**config.mk**
```make
export PLATFORM = sky130hd
export DESIGN_NAME = sseg_scan_driver
export DESIGN_NICKNAME = d
export VERILOG_FILES = /design/src/rtl/sseg_pkg.sv /design/src/rtl/hex_to_sseg.sv /design/src/rtl/sseg_scan_driver.sv
export SDC_FILE = /design/constraint.sdc
export NUM_CORES = 1
export LEC_CHECK = 0
export ABC_CLOCK_PERIOD_IN_PS = 9800
export CAP_MARGIN = 30
export CORE_MARGIN = 1.5
export CORE_UTILIZATION = 40
export CTS_BUF_LIST = sky130_fd_sc_hd__clkbuf_4 sky130_fd_sc_hd__clkbuf_8
export DETAILED_ROUTE_END_ITERATION = 8
export MAX_ROUTING_LAYER = met4
export PLACE_DENSITY = 0.58
export SLEW_MARGIN = 20
export SYNTH_ARGS = -nofsm -noshare
export SYNTH_HDL_FRONTEND = slang
export SYNTH_SLANG_ARGS = --single-unit
export TNS_END_PERCENT = 1
```
**constraint.sdc**
```tcl
create_clock -name clk -period 9.8 [get_ports clk]
set_input_delay 1.96 -clock clk [delete_from_list [all_inputs] [get_ports clk]]
set_output_delay 1.96 -clock clk [all_outputs]
set_load 0.01 [all_outputs]
```
**src/rtl/sseg_pkg.sv**
```systemverilog
// Shared constants for the seven-segment scan driver: segment and anode
// patterns (all active-low) plus the blank/show state encoding.
package sseg_pkg;

    typedef enum logic {
        ST_BLANK = 1'b0,
        ST_SHOW  = 1'b1
    } scan_state_e;

    localparam logic [3:0] ANODE_OFF = 4'b1111;
    localparam logic [6:0] SEG_OFF   = 7'b1111111;

    // Indexed by digit select; entry 0 is the rightmost concatenation term.
    localparam logic [3:0][3:0] ANODE_PAT = {
        4'b0111, 4'b1011, 4'b1101, 4'b1110
    };

    // Segment order {g,f,e,d,c,b,a}; indexed by nibble value 0..F.
    localparam logic [15:0][6:0] SEG_PAT = {
        7'b0001110, 7'b0000110, 7'b0100001, 7'b1000110,
        7'b0000011, 7'b0001000, 7'b0010000, 7'b0000000,
        7'b1111000, 7'b0000010, 7'b0010010, 7'b0011001,
        7'b0110000, 7'b0100100, 7'b1111001, 7'b1000000
    };

endpackage

```
**src/rtl/hex_to_sseg.sv**
```systemverilog
// Combinational hex nibble to active-low seven-segment decoder.
module hex_to_sseg
    import sseg_pkg::*;
(
    input  logic [3:0] nibble_i,
    output logic [6:0] seg_o
);

    always_comb begin
        seg_o = SEG_PAT[nibble_i];
    end

endmodule

```
**src/rtl/sseg_scan_driver.sv**
```systemverilog
// Time-multiplexed 4-digit common-anode display driver with per-frame input
// capture and a blanking gap at every digit change to suppress ghosting.
module sseg_scan_driver
    import sseg_pkg::*;
#(
    parameter int REFRESH_DIV  = 100000,
    parameter int BLANK_CYCLES = 1000
)
(
    input  logic        clk,
    input  logic        reset,
    input  logic [15:0] value,
    input  logic [3:0]  dp_in,
    input  logic [3:0]  digit_en,
    output logic [1:0]  select,
    output logic [3:0]  anode,
    output logic [6:0]  seg,
    output logic        dp,
    output logic        frame_done
);

    localparam int CW = (REFRESH_DIV > 1) ? $clog2(REFRESH_DIV) : 1;
    localparam logic [CW-1:0] CNT_MAX   = CW'(REFRESH_DIV - 1);
    localparam logic [CW-1:0] BLANK_END = CW'(BLANK_CYCLES);
    localparam scan_state_e   RESET_STATE = (BLANK_CYCLES == 0) ? ST_SHOW : ST_BLANK;

    logic [CW-1:0] cnt_q, cnt_d;
    logic [1:0]    sel_q, sel_d;
    scan_state_e   state_q, state_d;
    logic [15:0]   cap_value_q, cap_value_d;
    logic [3:0]    cap_dp_q, cap_dp_d;
    logic [3:0]    cap_en_q, cap_en_d;
    logic [3:0]    anode_q, anode_d;
    logic [6:0]    seg_q, seg_d;
    logic          dp_q, dp_d;
    logic          frame_done_q, frame_done_d;

    logic          wrap;
    logic          capture;
    logic [3:0]    nibble;
    logic [6:0]    seg_dec;

    assign wrap    = (cnt_q == CNT_MAX);
    assign capture = wrap && (sel_q == 2'd3);

    always_comb begin
        cnt_d       = wrap ? '0 : cnt_q + 1'b1;
        sel_d       = wrap ? sel_q + 2'd1 : sel_q;
        cap_value_d = capture ? value    : cap_value_q;
        cap_dp_d    = capture ? dp_in    : cap_dp_q;
        cap_en_d    = capture ? digit_en : cap_en_q;
    end

    always_comb begin
        state_d = state_q;
        case (state_q)
            ST_BLANK: if (cnt_d == BLANK_END) state_d = ST_SHOW;
            ST_SHOW:  if (wrap && (BLANK_END != '0)) state_d = ST_BLANK;
            default:  state_d = RESET_STATE;
        endcase
    end

    // Outputs are computed from next-state values so that select, seg and
    // anode all change together on the slot-boundary edge.
    assign nibble = cap_value_d[{sel_d, 2'b00} +: 4];

    hex_to_sseg u_dec (
        .nibble_i (nibble),
        .seg_o    (seg_dec)
    );

    always_comb begin
        anode_d      = ANODE_OFF;
        dp_d         = 1'b1;
        seg_d        = seg_dec;
        frame_done_d = capture;
        if (state_d == ST_SHOW) begin
            if (cap_en_d[sel_d]) anode_d = ANODE_PAT[sel_d];
            dp_d = ~cap_dp_d[sel_d];
        end
    end

    always_ff @(posedge clk or posedge reset) begin
        if (reset) begin
            cnt_q        <= '0;
            sel_q        <= 2'd0;
            state_q      <= RESET_STATE;
            cap_value_q  <= '0;
            cap_dp_q     <= '0;
            cap_en_q     <= '0;
            anode_q      <= ANODE_OFF;
            seg_q        <= SEG_OFF;
            dp_q         <= 1'b1;
            frame_done_q <= 1'b0;
        end else begin
            cnt_q        <= cnt_d;
            sel_q        <= sel_d;
            state_q      <= state_d;
            cap_value_q  <= cap_value_d;
            cap_dp_q     <= cap_dp_d;
            cap_en_q     <= cap_en_d;
            anode_q      <= anode_d;
            seg_q        <= seg_d;
            dp_q         <= dp_d;
            frame_done_q <= frame_done_d;
        end
    end

    assign select     = sel_q;
    assign anode      = anode_q;
    assign seg        = seg_q;
    assign dp         = dp_q;
    assign frame_done = frame_done_q;

endmodule

```
==> metrics.md, run 1 <==
| Metric | Value |
|---|---|
| Status | `complete, no violations` |
| Simple-gate share of the synthesized area | `13.5%` |
| Clock Root Buffer | `clkbuf_8` |
| Placed insts | `approximately 370` |
| Initial Utilization | `42.0%` |
| Leakage | `1.66 nW` |
| Worst r2r src | `cnt_q[0]` |
| Final slew viol count | `0` |
| DRT iter0 DRCs | `84` |
| Hold crit path type | `reg2reg` |
| Syn_area_per_cell | `12.2 µm²` |
| Die H | `88.2 µm` |
| Slowest-stage cell, CP | `mux4_2` |
| Critical Path, Cell by Cell | `clkdlybuf4s50_1 -> mux2_2 -> mux2_2 -> mux2i_1 -> inv_1 -> ha_1 -> mux4_2` |
| ANT nets after route | `0` |
| Seq/Total Area, Yosys | `approximately half` |
| Leading area contributor after synthesis | `dfrtp_1` |
| ANT cells | `0` |
| RSZ-0062 raised after global routing | `false` |
| I/O pins | `41` |
| Chip Width | `88.2 µm` |
| Req. time, crit path | `between 10 and 15 ns` |
| Synth cell count leaders | `45 x dfrtp_1, 29 x mux2_2, 15 x nor2_1` |
| Top cell type's share of synthesized area | `38.8%` |
| Final setup fails | `0` |
| Compound-Gate Fraction of Synth Area | `about 4.5%` |
| Max stage delay on crit path | `approximately 0.45 ns` |
| Final min period | `3.79 ns` |
| CP top delay family | `multiplexers` |
| GP Congestion | `0.779` |
| Clk_skew | `slightly below 0.01 ns` |
| Routed Wire Length | `5.43 mm` |
| Fmax | `264 MHz` |
| Ys Warns | `0` |
| Post-synthesis adder-cell area fraction | `3.02%` |
| EDFF count, synth | `0` |
| Num rows | `30` |
| CP Launch Type | `input port` |
| Fin Setup TNS | `0 ns` |
| Total CTS buffers | `9` |
| Largest family of logic cells by synthesized area | `multiplexers` |
| XOR/XNOR Fraction of Synth Area | `5.69%` |
| Global route total overflow | `0` |
| Htree depth | `3` |
| Nets | `317` |
| Worst rel slew slack | `40.3%` |
| Final hold vios | `0` |
| Cell count after synthesis | `238` |
| Drt pass-1 iters | `4` |
| Via/cell ratio | `4.96` |
| Clock transition at the registers of the reported paths | `0.06 ns` |
| Synth-to-Final Area Change | `24.5%` |
| Max-cap violations | `0` |
| Async S/R FF share, synth | `100%` |
| Placeable Area | `6910 µm²` |
| Vias | `1908` |
| Bufs and invs on worst path | `2` |
| Tot Pwr | `0.524 mW` |
| Top-count cell post-synth | `dfrtp_1` |
| PD cells | `between 100 and 150 nW/µm²` |
| Post-Syn Area | `between 2000 and 3000 µm²` |
| DRC | `0` |
| Worst slew pin tran | `0.878 ns` |
| Largest net degree at the start of global routing | `between 50 and 60` |
| Crit-path max FO | `5` |
| Synth Register Bits | `57` |
| Maximum vdd drop | `0.0677 mV` |
| Share of cells above drive strength 1 | `28.0%` |
| Non-Filler Instances | `roughly 390` |
| First-pass GRT wire length | `9.28 mm` |
| Hold Buf Count CTS | `0` |
| Largest cells by area after synthesis | `dfrtp_1 39%, mux2_2 11%, dfstp_2 11%, mux2i_1 4.5%, xnor2_1 3.3%` |
| Post-synthesis mux area share | `18.8%` |
| DIE AREA | `7770 µm²` |
| CTS Sinks | `57` |
| Initial antenna violation count | `0` |
| CP startpoint | `value[1]` |
| Syn Nets | `roughly 270` |
| Synth Flop Type | `dfrtp_1` |
| Total of fill cells in the finished design | `641` |
| Final Cycle Share | `38.7%` |
| CTS max path bufs | `2` |
| Buffer count from post-CTS setup fixing | `0` |
| Hold_sp | `cap_value_q[14]` |
| Yosys cell types | `just under 50` |
| Clk Latency, worst-skew pair | `0.34 ns` |
| Detailed-placement wirelength estimate | `3.81 mm` |
| Total GRT Usage | `16.5%` |
| Port Buffers | `40` |
| Number of global-route vias before repair | `roughly 1900` |
| Hold_ws | `between 0.4 and 0.5 ns` |
| Critical path class | `in2reg` |
| Routed length per instance | `14.1 µm` |
| CP Data Arrival Time | `4.04 ns` |
| CTS tree | `done` |
| Most common cell on crit path | `mux2_2` |
| Setup crit end kind | `flip-flop` |
| CTS resizes | `0` |
## metal layers
metal | vias to the layer above | part of all wire, % | global-route usage [%]
li1 | 931 | - | -
met1 | 930 | 49 | 21.2
met2 | 40 | 45 | 23.9
met3 | 7 | 4.8 | 4.52
met4 | 0 | 1.2 | 8.52
met5 | - | 0 | -
## sequential cells by signal, summed over array words and instances (netlist names)
name / cells
dp: 1
cnt_q: 17
frame_done: 1
state_q: 1
anode: 4
cap_value_q: 16
seg: 7
select: 2
cap_dp_q: 4
cap_en_q: 4
## worst register-to-register path: cells and delay by family, from the launching register on
kind                       cells  cell delay, ns
buffers and inverters          2            0.52
DFF                            1            0.41
and+or+nand+nor                3            0.87
adders and majority gates      2            0.45
muxes                          4            1.37
## power breakdown
| group | total [mW] | switching, mW | internal, mW | leakage, nW |
|---|---|---|---|---|
| logic | 0.0147 | 0.00571 | 0.00897 | 0.794 |
| registers | 0.236 | 0 | 0.236 | 0.739 |
| clock network | 0.274 | 0.0953 | 0.178 | 0.123 |
| total | 0.524 | 0.101 | 0.423 | 1.66 |
## cell families (layout without fill, tap and decap cells)
kind of cell    after synthesis  count (layout)
buf+inv                      23              74
mux                          47              47
simple gates                 69              69
xor+xnor                     18              18
compound gates               17              17
flops                        57              57
fa+ha+maj                     7               7
## final cells by class
type	instances	area (µm²)	area share (%)
Inverter	14	52.6	1.46
Sequential cell	57	1440	39.9
Clock buffer	11	145	4.02
Timing Repair Buffer	44	430	11.9
Tap cell	96	120	3.33
Multi-Input combinational cell	158	1320	36.5
Clock inverter	5	103	2.84
## cell usage in the layout (no fill, tap or decap), types with 2 or more instances in the layout
master / count
o211ai_1: 3
buf_4: 4
dfstp_2: 12
clkbuf_8: 10
mux2_4: 2
xor2_1: 6
inv_1: 13
nand2_1: 13
a22o_2: 3
mux2_2: 29
nand3_1: 9
nor2_1: 15
and2_2: 2
and4_1: 2
a211oi_1: 2
xnor2_1: 11
clkdlybuf4s50_1: 40
ha_1: 7
o21ai_0: 3
nor3_1: 7
bufinv_16: 3
dfrtp_1: 45
or3_1: 3
mux4_2: 2
mux2i_1: 13
nand4_1: 3
## per-stage QoR
stage          area [µm²]  setup WS, ns  utilization (%)
5_1_grt              3610          5.89             52.3
3_3_place_gp         3360          5.71             48.6
2_1_floorplan        2900          6.24                -
3_5_place_dp         3360          5.67             48.7
6_report             3610          6.01             52.3
4_1_cts              3610          6.02             52.3
## worst paths after layout
| check | cells past startpoint | slack (ns) | to |
|---|---|---|---|
| max in group asynchronous | 3 | 7.19 | frame_done |
| min in group asynchronous | 3 | 2.14 | cnt_q[4] |
| setup reg to reg | 11 | 6.09 | seg[3] |
| hold reg to reg | 2 | 0.49 | cap_value_q[14] |
| setup / recovery | 7 | 6.01 | seg[3] |
| hold / removal | 2 | 0.49 | cap_value_q[14] |
Power figures use the tool's default switching activity.
==> run 2, diff against run 1 <==
Settings changed: ABC_CLOCK_PERIOD_IN_PS 9800 to 3700.
Clock period 9.8 ns to 3.7 ns, I/O delays scaled along.
==> metrics.md, run 2 (synthesis gave the netlist of run 1 again) <==
| Metric | Value |
|---|---|
| Clock transition at the registers of the reported paths | `0.07 ns (was 0.06 ns)` |
| Biggest register | `cnt_q (unchanged)` |
| Synth-to-Final Area Change | `24.1% (was 24.5%)` |
| PD cells | `351 nW/µm² (was 145 nW/µm²)` |
| Global route total overflow | `0 (unchanged)` |
| Clock Root Buffer | `clkbuf_8 (unchanged)` |
| Routed Wire Length | `5.57 mm (was 5.43 mm)` |
| Hold Buf Count CTS | `0 (unchanged)` |
| Max-cap violations | `0 (unchanged)` |
| Fin Setup TNS | `0 ns (unchanged)` |
| Largest net degree at the start of global routing | `25 (was 58)` |
| Chip Width | `88.2 µm (unchanged)` |
| CP Launch Type | `flip-flop (was input port)` |
| Crit-path max FO | `6 (was 5)` |
| Final setup margin | `0.395 ns (was 6.01 ns)` |
| Clock power frac | `47.4% (was 52.2%)` |
| Req. time, crit path | `3.95 ns (was 10.05 ns)` |
| Bufs and invs on worst path | `1 (was 2)` |
| Reg-to-reg slack, setup | `0.39 ns (was 6.09 ns)` |
| CTS Sinks | `57 (unchanged)` |
| Fmax | `about 300 MHz` |
| GP Congestion | `0.854 (was 0.779)` |
| Leakage | `1.66 nW (about the same)` |
| CP Data Arrival Time | `3.56 ns (was 4.04 ns)` |
| CTS max path bufs | `2 (unchanged)` |
| Max stage delay on crit path | `0.45 ns (about the same)` |
| Buffer count from post-CTS setup fixing | `0 (unchanged)` |
| CP top delay family | `multiplexers (unchanged)` |
| ANT cells | `0 (unchanged)` |
| Htree depth | `3 (unchanged)` |
| Port Buffers | `40 (unchanged)` |
| Share of cells above drive strength 1 | `29.0% (was 28.0%)` |
| Worst slack, placed | `0.360 ns (was 5.67 ns)` |
| Nets | `321 (was 317)` |
| Vias | `1928 (was 1908)` |
| Final min period | `3.31 ns` |
| Num rows | `30 (unchanged)` |
| Via/cell ratio | `4.96 (about the same)` |
| Most common cell after layout, fill and taps aside | `dfrtp_1 (unchanged)` |
| DRC | `0 (unchanged)` |
| Seq pwr share | `49.4% (was 45.0%)` |
| Total GRT Usage | `16.8% (was 16.5%)` |
| Setup crit end kind | `flip-flop (unchanged)` |
| Critical Path, Cell by Cell | `ha_1 -> nand3_1 -> nor2_1 -> and3_1 -> mux2_2 -> mux2_2 -> mux2i_1 -> inv_1 -> ha_1 -> mux4_2 (was clkdlybuf4s50_1 -> mux2_2 -> mux2_2 -> mux2i_1 -> inv_1 -> ha_1 -> mux4_2)` |
| Worst slew pin tran | `0.722 ns (was 0.878 ns)` |
| Switch Pwr | `0.254 mW (was 0.101 mW)` |
| Final setup fails | `0 (unchanged)` |
| RSZ-0062 raised after global routing | `false (unchanged)` |
| Placeable Area | `6910 µm² (unchanged)` |
| Maximum vdd drop | `0.197 mV (was 0.0677 mV)` |
| Final Cycle Share | `89.3%` |
| Clk Latency, worst-skew pair | `0.34 ns (about the same)` |
| I/O pins | `41 (unchanged)` |
| CTS tree | `done (unchanged)` |
| Clk_skew | `0.0109 ns (was 0.00984 ns)` |
| Number of global-route vias before repair | `2011 (was 1918)` |
| Critical path class | `reg2reg (was in2reg)` |
| Slowest-stage cell, CP | `mux4_2 (unchanged)` |
| Net Sw Frac | `20.1% (was 19.3%)` |
| DRT iter0 DRCs | `74 (was 84)` |
| Total CTS buffers | `9 (unchanged)` |
| Worst rel slew slack | `51.4% (was 40.3%)` |
| CTS resizes | `0 (unchanged)` |
| DIE AREA | `7770 µm² (unchanged)` |
| Final slew viol count | `0 (unchanged)` |
| Status | `complete, no violations (unchanged)` |
| Pint | `1.01 mW (was 0.423 mW)` |
| Comb power frac | `3.2% (was 2.8%)` |
| Hold crit path type | `reg2reg (unchanged)` |
| Drt pass-1 iters | `4 (unchanged)` |
| Final hold vios | `0 (unchanged)` |
| Die H | `88.2 µm (unchanged)` |
| First-pass GRT wire length | `9.40 mm (was 9.28 mm)` |
| Initial antenna violation count | `0 (unchanged)` |
| Commonest non-fill, non-tap cells in the layout | `45 x dfrtp_1, 40 x clkdlybuf4s50_1, 29 x mux2_2 (unchanged)` |
| ANT nets after route | `0 (unchanged)` |
| Detailed-placement wirelength estimate | `4.08 mm (was 3.81 mm)` |
| Max reg flops | `17 (unchanged)` |
| Routed length per instance | `14.3 µm (was 14.1 µm)` |
| Initial Utilization | `42.0% (unchanged)` |
run 2: changes by cell type in the layout (fill, tap and decap cells not counted):
| cell | before | now |
|---|---|---|
| bufinv_16 | 3 | 1 |
| clkinvlp_4 | 1 | 0 |
| clkbuf_4 | 1 | 2 |
| clkbuf_8 | 10 | 11 |
| buf_4 | 4 | 8 |
| clkinv_2 | 1 | 2 |
run 2: layout make-up:
class                   count  area (µm²)
repair buffers             48         460
flip-flops and latches     57        1440
fillers                   630        3310
well taps                  96         120
inverters                  14        52.6
multi-input cells         158        1320
clock buffers              13         166
clock inverters             3        40.0
run 2: power groups by stage:
stage | Clock (mW) | Combinational [mW] | Sequential (mW)
after global placement | 0 | 0.0424 | 0.635
after floorplan | 0 | 0.00925 | 0.635
after CTS | 0.617 | 0.0423 | 0.624
after detailed placement | 0 | 0.0420 | 0.635
after global routing | 0.646 | 0.0454 | 0.623
final | 0.599 | 0.0406 | 0.624
run 2: path summary, 6_finish.rpt:
kind / startpoint / end / cells past startpoint
min reg2reg: cap_value_q[6] / cap_value_q[6] / 2
min: cap_value_q[6] / cap_value_q[6] / 2
max: cnt_q[0] / seg[3] / 10
max reg2reg: cnt_q[0] / seg[3] / 10
max in group asynchronous: reset / anode[2] / 3
min in group asynchronous: reset / cnt_q[16] / 2
run 2: per-stage QoR:
step / instances / hold WS [ns] / util (%) / total power [mW] / cell area (µm²)
after global routing: 389 / 0.510 / 52.1 / 1.31 / 3600
after global placement: 373 / 0.469 / 49.1 / 0.677 / 3390
after detailed placement: 373 / 0.474 / 49.1 / 0.677 / 3390
after floorplan: 238 / 0.441 / - / 0.644 / 2900
after CTS: 389 / 0.495 / 52.1 / 1.28 / 3600
final: 389 / 0.486 / 52.1 / 1.26 / 3600
run 2: per-layer routing:
metal	share of wire [%]	GRT usage [%]	wire [µm]
met1	49	21.2	2730
met5	0	-	0
met3	3.6	4.52	198
met4	1.5	6.82	82
met2	46	25.5	2560
run 2: worst register-to-register path, cell delays in order, from the launching register on:
cell	delay (ns)
dfrtp_1	0.41
ha_1	0.20
nand3_1	0.20
nor2_1	0.26
and3_1	0.35
mux2_2	0.39
mux2_2	0.27
mux2i_1	0.27
inv_1	0.17
ha_1	0.24
mux4_2	0.45
==> run 3, diff against run 2 <==
Settings changed: ABC_AREA from default to 1, PLACE_DENSITY 0.58 to 0.57.
==> metrics.md, run 3 <==
| Metric | Value |
|---|---|
| Worst r2r src | `cnt_q[0] (unchanged)` |
| Placed insts | `572 (was 373)` |
| Setup crit end kind | `flip-flop (unchanged)` |
| Final min period | `2.51 ns (was 3.31 ns)` |
| Clock Root Buffer | `clkbuf_8 (unchanged)` |
| Fin Setup TNS | `0 ns (unchanged)` |
| Async S/R FF share, synth | `100% (unchanged)` |
| Final setup fails | `0 (unchanged)` |
| Drt pass-1 iters | `5 (was 4)` |
| Synth Flop Type | `dfrtp_1 (unchanged)` |
| RSZ-0062 raised after global routing | `false (unchanged)` |
| PD cells | `297 nW/µm² (was 351 nW/µm²)` |
| Num rows | `33 (was 30)` |
| Routed length per instance | `12.9 µm (was 14.3 µm)` |
| Total of fill cells in the finished design | `799 (was 630)` |
| CTS tree | `done (unchanged)` |
| Worst slew pin tran | `0.480 ns (was 0.722 ns)` |
| Comb power frac | `3.6% (was 3.2%)` |
| Leakage | `2.11 nW (was 1.66 nW)` |
| Maximum vdd drop | `0.131 mV (was 0.197 mV)` |
| Largest net degree at the start of global routing | `22 (was 25)` |
| Share of cells above drive strength 1 | `16.6% (was 29.0%)` |
| Chip Width | `94.4 µm (was 88.2 µm)` |
| Worst rel slew slack | `67.9% (was 51.4%)` |
| CTS resizes | `0 (unchanged)` |
| Synth cell count leaders | `145 x nand2_1, 70 x inv_1, 45 x dfrtp_1 (was 45 x dfrtp_1, 29 x mux2_2, 15 x nor2_1)` |
| Status | `complete, no violations (unchanged)` |
| Detailed-placement wirelength estimate | `5.69 mm (was 4.08 mm)` |
| Final Cycle Share | `67.8% (was 89.3%)` |
| Vias | `2720 (was 1928)` |
| Global route total overflow | `0 (unchanged)` |
| Htree depth | `3 (unchanged)` |
| Clock power frac | `44.2% (was 47.4%)` |
| Placeable Area | `8130 µm² (was 6910 µm²)` |
| EDFF count, synth | `0 (unchanged)` |
| Final slew viol count | `0 (unchanged)` |
| Via/cell ratio | `4.63 (was 4.96)` |
| Tot Pwr | `1.20 mW (was 1.26 mW)` |
| Buffer count from post-CTS setup fixing | `0 (unchanged)` |
| Nets | `511 (was 321)` |
| Hold crit path type | `reg2reg (unchanged)` |
| Crit-path max FO | `12 (was 6)` |
| Most common cell after layout, fill and taps aside | `nand2_1 (was dfrtp_1)` |
| GP Congestion | `0.892 (was 0.854)` |
| ANT cells | `0 (unchanged)` |
| CTS Sinks | `57 (unchanged)` |
| DIE AREA | `8910 µm² (was 7770 µm²)` |
| Initial antenna violation count | `0 (unchanged)` |
| First-pass GRT wire length | `12.9 mm (was 9.40 mm)` |
| DRT iter0 DRCs | `143 (was 74)` |
| Synth-to-Final Area Change | `20.4% (was 24.1%)` |
| Clk Latency, worst-skew pair | `0.34 ns (about the same)` |
| Clk_skew | `0.0141 ns (was 0.0109 ns)` |
| I/O pins | `41 (unchanged)` |
| Fmax | `399 MHz (was 303 MHz)` |
| Hold_ws | `0.482 ns (was 0.486 ns)` |
| Largest cells by area after synthesis | `dfrtp_1 34%, nand2_1 16%, dfstp_2 9.4%, inv_1 7.9%, nor2_1 4.3% (was dfrtp_1 39%, mux2_2 11%, dfstp_2 11%, mux2i_1 4.5%, xnor2_1 3.3%)` |
| Hold_sp | `cap_value_q[3] (was cap_value_q[6])` |
| Seq/Total Area, Yosys | `43.1% (was 49.7%)` |
| Routed Wire Length | `7.58 mm (was 5.57 mm)` |
| ANT nets after route | `0 (unchanged)` |
| Yosys cell types | `32 (was 49)` |
| Seq pwr share | `52.2% (was 49.4%)` |
| Synth Register Bits | `57 (unchanged)` |
| Syn Nets | `463 (was 271)` |
| Post-Syn Area | `3340 µm² (was 2900 µm²)` |
| CP startpoint | `cnt_q[0] (unchanged)` |
| CP Data Arrival Time | `2.79 ns (was 3.56 ns)` |
| Max reg flops | `17 (unchanged)` |
| Port Buffers | `40 (unchanged)` |
| Worst slack, placed | `1.20 ns (was 0.360 ns)` |
| CTS max path bufs | `2 (unchanged)` |
| Number of global-route vias before repair | `2684 (was 2011)` |
| Final setup margin | `1.19 ns (was 0.395 ns)` |
| Initial Utilization | `41.1% (was 42.0%)` |
| DRC | `0 (unchanged)` |
| Clock transition at the registers of the reported paths | `0.06 ns (was 0.07 ns)` |
| Ys Warns | `0 (unchanged)` |
| Net Sw Frac | `22.2% (was 20.1%)` |
| Top-count cell post-synth | `nand2_1 (was dfrtp_1)` |
| Commonest non-fill, non-tap cells in the layout | `145 x nand2_1, 69 x inv_1, 45 x dfrtp_1 (was 45 x dfrtp_1, 40 x clkdlybuf4s50_1, 29 x mux2_2)` |
| CP Launch Type | `flip-flop (unchanged)` |
| Top cell type's share of synthesized area | `33.7% (was 38.8%)` |
| Biggest register | `cnt_q (unchanged)` |
| Cell count after synthesis | `430 (was 238)` |
| Req. time, crit path | `3.98 ns (was 3.95 ns)` |
| Total CTS buffers | `9 (unchanged)` |
| Max-cap violations | `0 (unchanged)` |
| Die H | `94.4 µm (was 88.2 µm)` |
| Non-Filler Instances | `588 (was 389)` |
| Pint | `0.930 mW (was 1.01 mW)` |
| Hold Buf Count CTS | `0 (unchanged)` |
| Total GRT Usage | `19.7% (was 16.8%)` |
| Leading area contributor after synthesis | `dfrtp_1 (unchanged)` |
| Final hold vios | `0 (unchanged)` |
| Syn_area_per_cell | `7.77 µm² (was 12.2 µm²)` |
| Switch Pwr | `0.265 mW (was 0.254 mW)` |
| Critical path class | `reg2reg (unchanged)` |
==> run 3: cell types whose count changed in the layout (fill, tap and decap cells not counted), sizes merged, moves of 12 or more <==
cell / change
nor2: +41
mux2: -31
mux2i: -14
inv: +61
nand3: +13
xnor2: -12
nand2: +148
==> run 3: power by group through the flow <==
stage,logic (mW),clock network [mW],registers [mW]
2_1_floorplan,0.0102,0,0.635
3_3_place_gp,0.0450,0,0.635
3_5_place_dp,0.0449,0,0.635
4_1_cts,0.0451,0.540,0.624
5_1_grt,0.0480,0.568,0.623
6_report,0.0434,0.528,0.624
==> run 3: worst paths after layout <==
path / endpoint / slack (ns) / depth (start not counted)
min in group asynchronous: cnt_q[7] / 0.73 / 2
max in group asynchronous: seg[4] / 2.22 / 3
setup reg to reg: seg[0] / 1.19 / 16
hold / removal: cap_value_q[3] / 0.48 / 2
setup / recovery: seg[0] / 1.19 / 16
hold reg to reg: cap_value_q[3] / 0.48 / 2
==> run 3: per-layer routing <==
metal | vias to the layer above | part of all wire [%] | global-route usage (%)
li1 | 1404 | - | -
met5 | - | 0 | -
met3 | 12 | 4.6 | 4.51
met4 | 0 | 1.4 | 6.47
met1 | 1236 | 52 | 27.5
met2 | 68 | 42 | 28.2
==> run 3: cells by family after synthesis <==
group,share of synthesized area [%]
AND/OR/NAND/NOR,39.5
buffers and inverters,9.88
flip-flops,43.1
AO/OA/AOI/OAI,3.29
adder cells (fa/ha/maj),2.62
XOR/XNOR,1.57
==> run 3: final cells by class <==
type                    count  area (µm²)  area share, %
repair buffers             42         415           10.3
flip-flops and latches     57        1440           35.8
inverters                  75         287           7.12
multi-input cells         293        1570           39.0
clock inverters             3        17.5          0.435
well taps                 105         131           3.27
clock buffers              13         160           3.98
==> run 3: stage by stage <==
stage	util (%)	cell area (µm²)
6_report	49.5	4020
2_1_floorplan	-	3340
3_3_place_gp	47.3	3840
5_1_grt	49.5	4020
3_5_place_dp	47.3	3840
4_1_cts	49.5	4020
==> run 3: worst max-delay path: stages, from the launching register on <==
cell	delay [ns]
dfrtp_1	0.38
ha_1	0.24
nand3_4	0.12
nor2_8	0.23
nand3_4	0.16
nor2_4	0.29
nand2_1	0.09
nand2_1	0.10
nand2_1	0.06
nand2_1	0.14
nor2_4	0.07
inv_1	0.10
ha_1	0.19
nand3_1	0.08
nand2_1	0.07
nand2_1	0.05
nand2_1	0.06
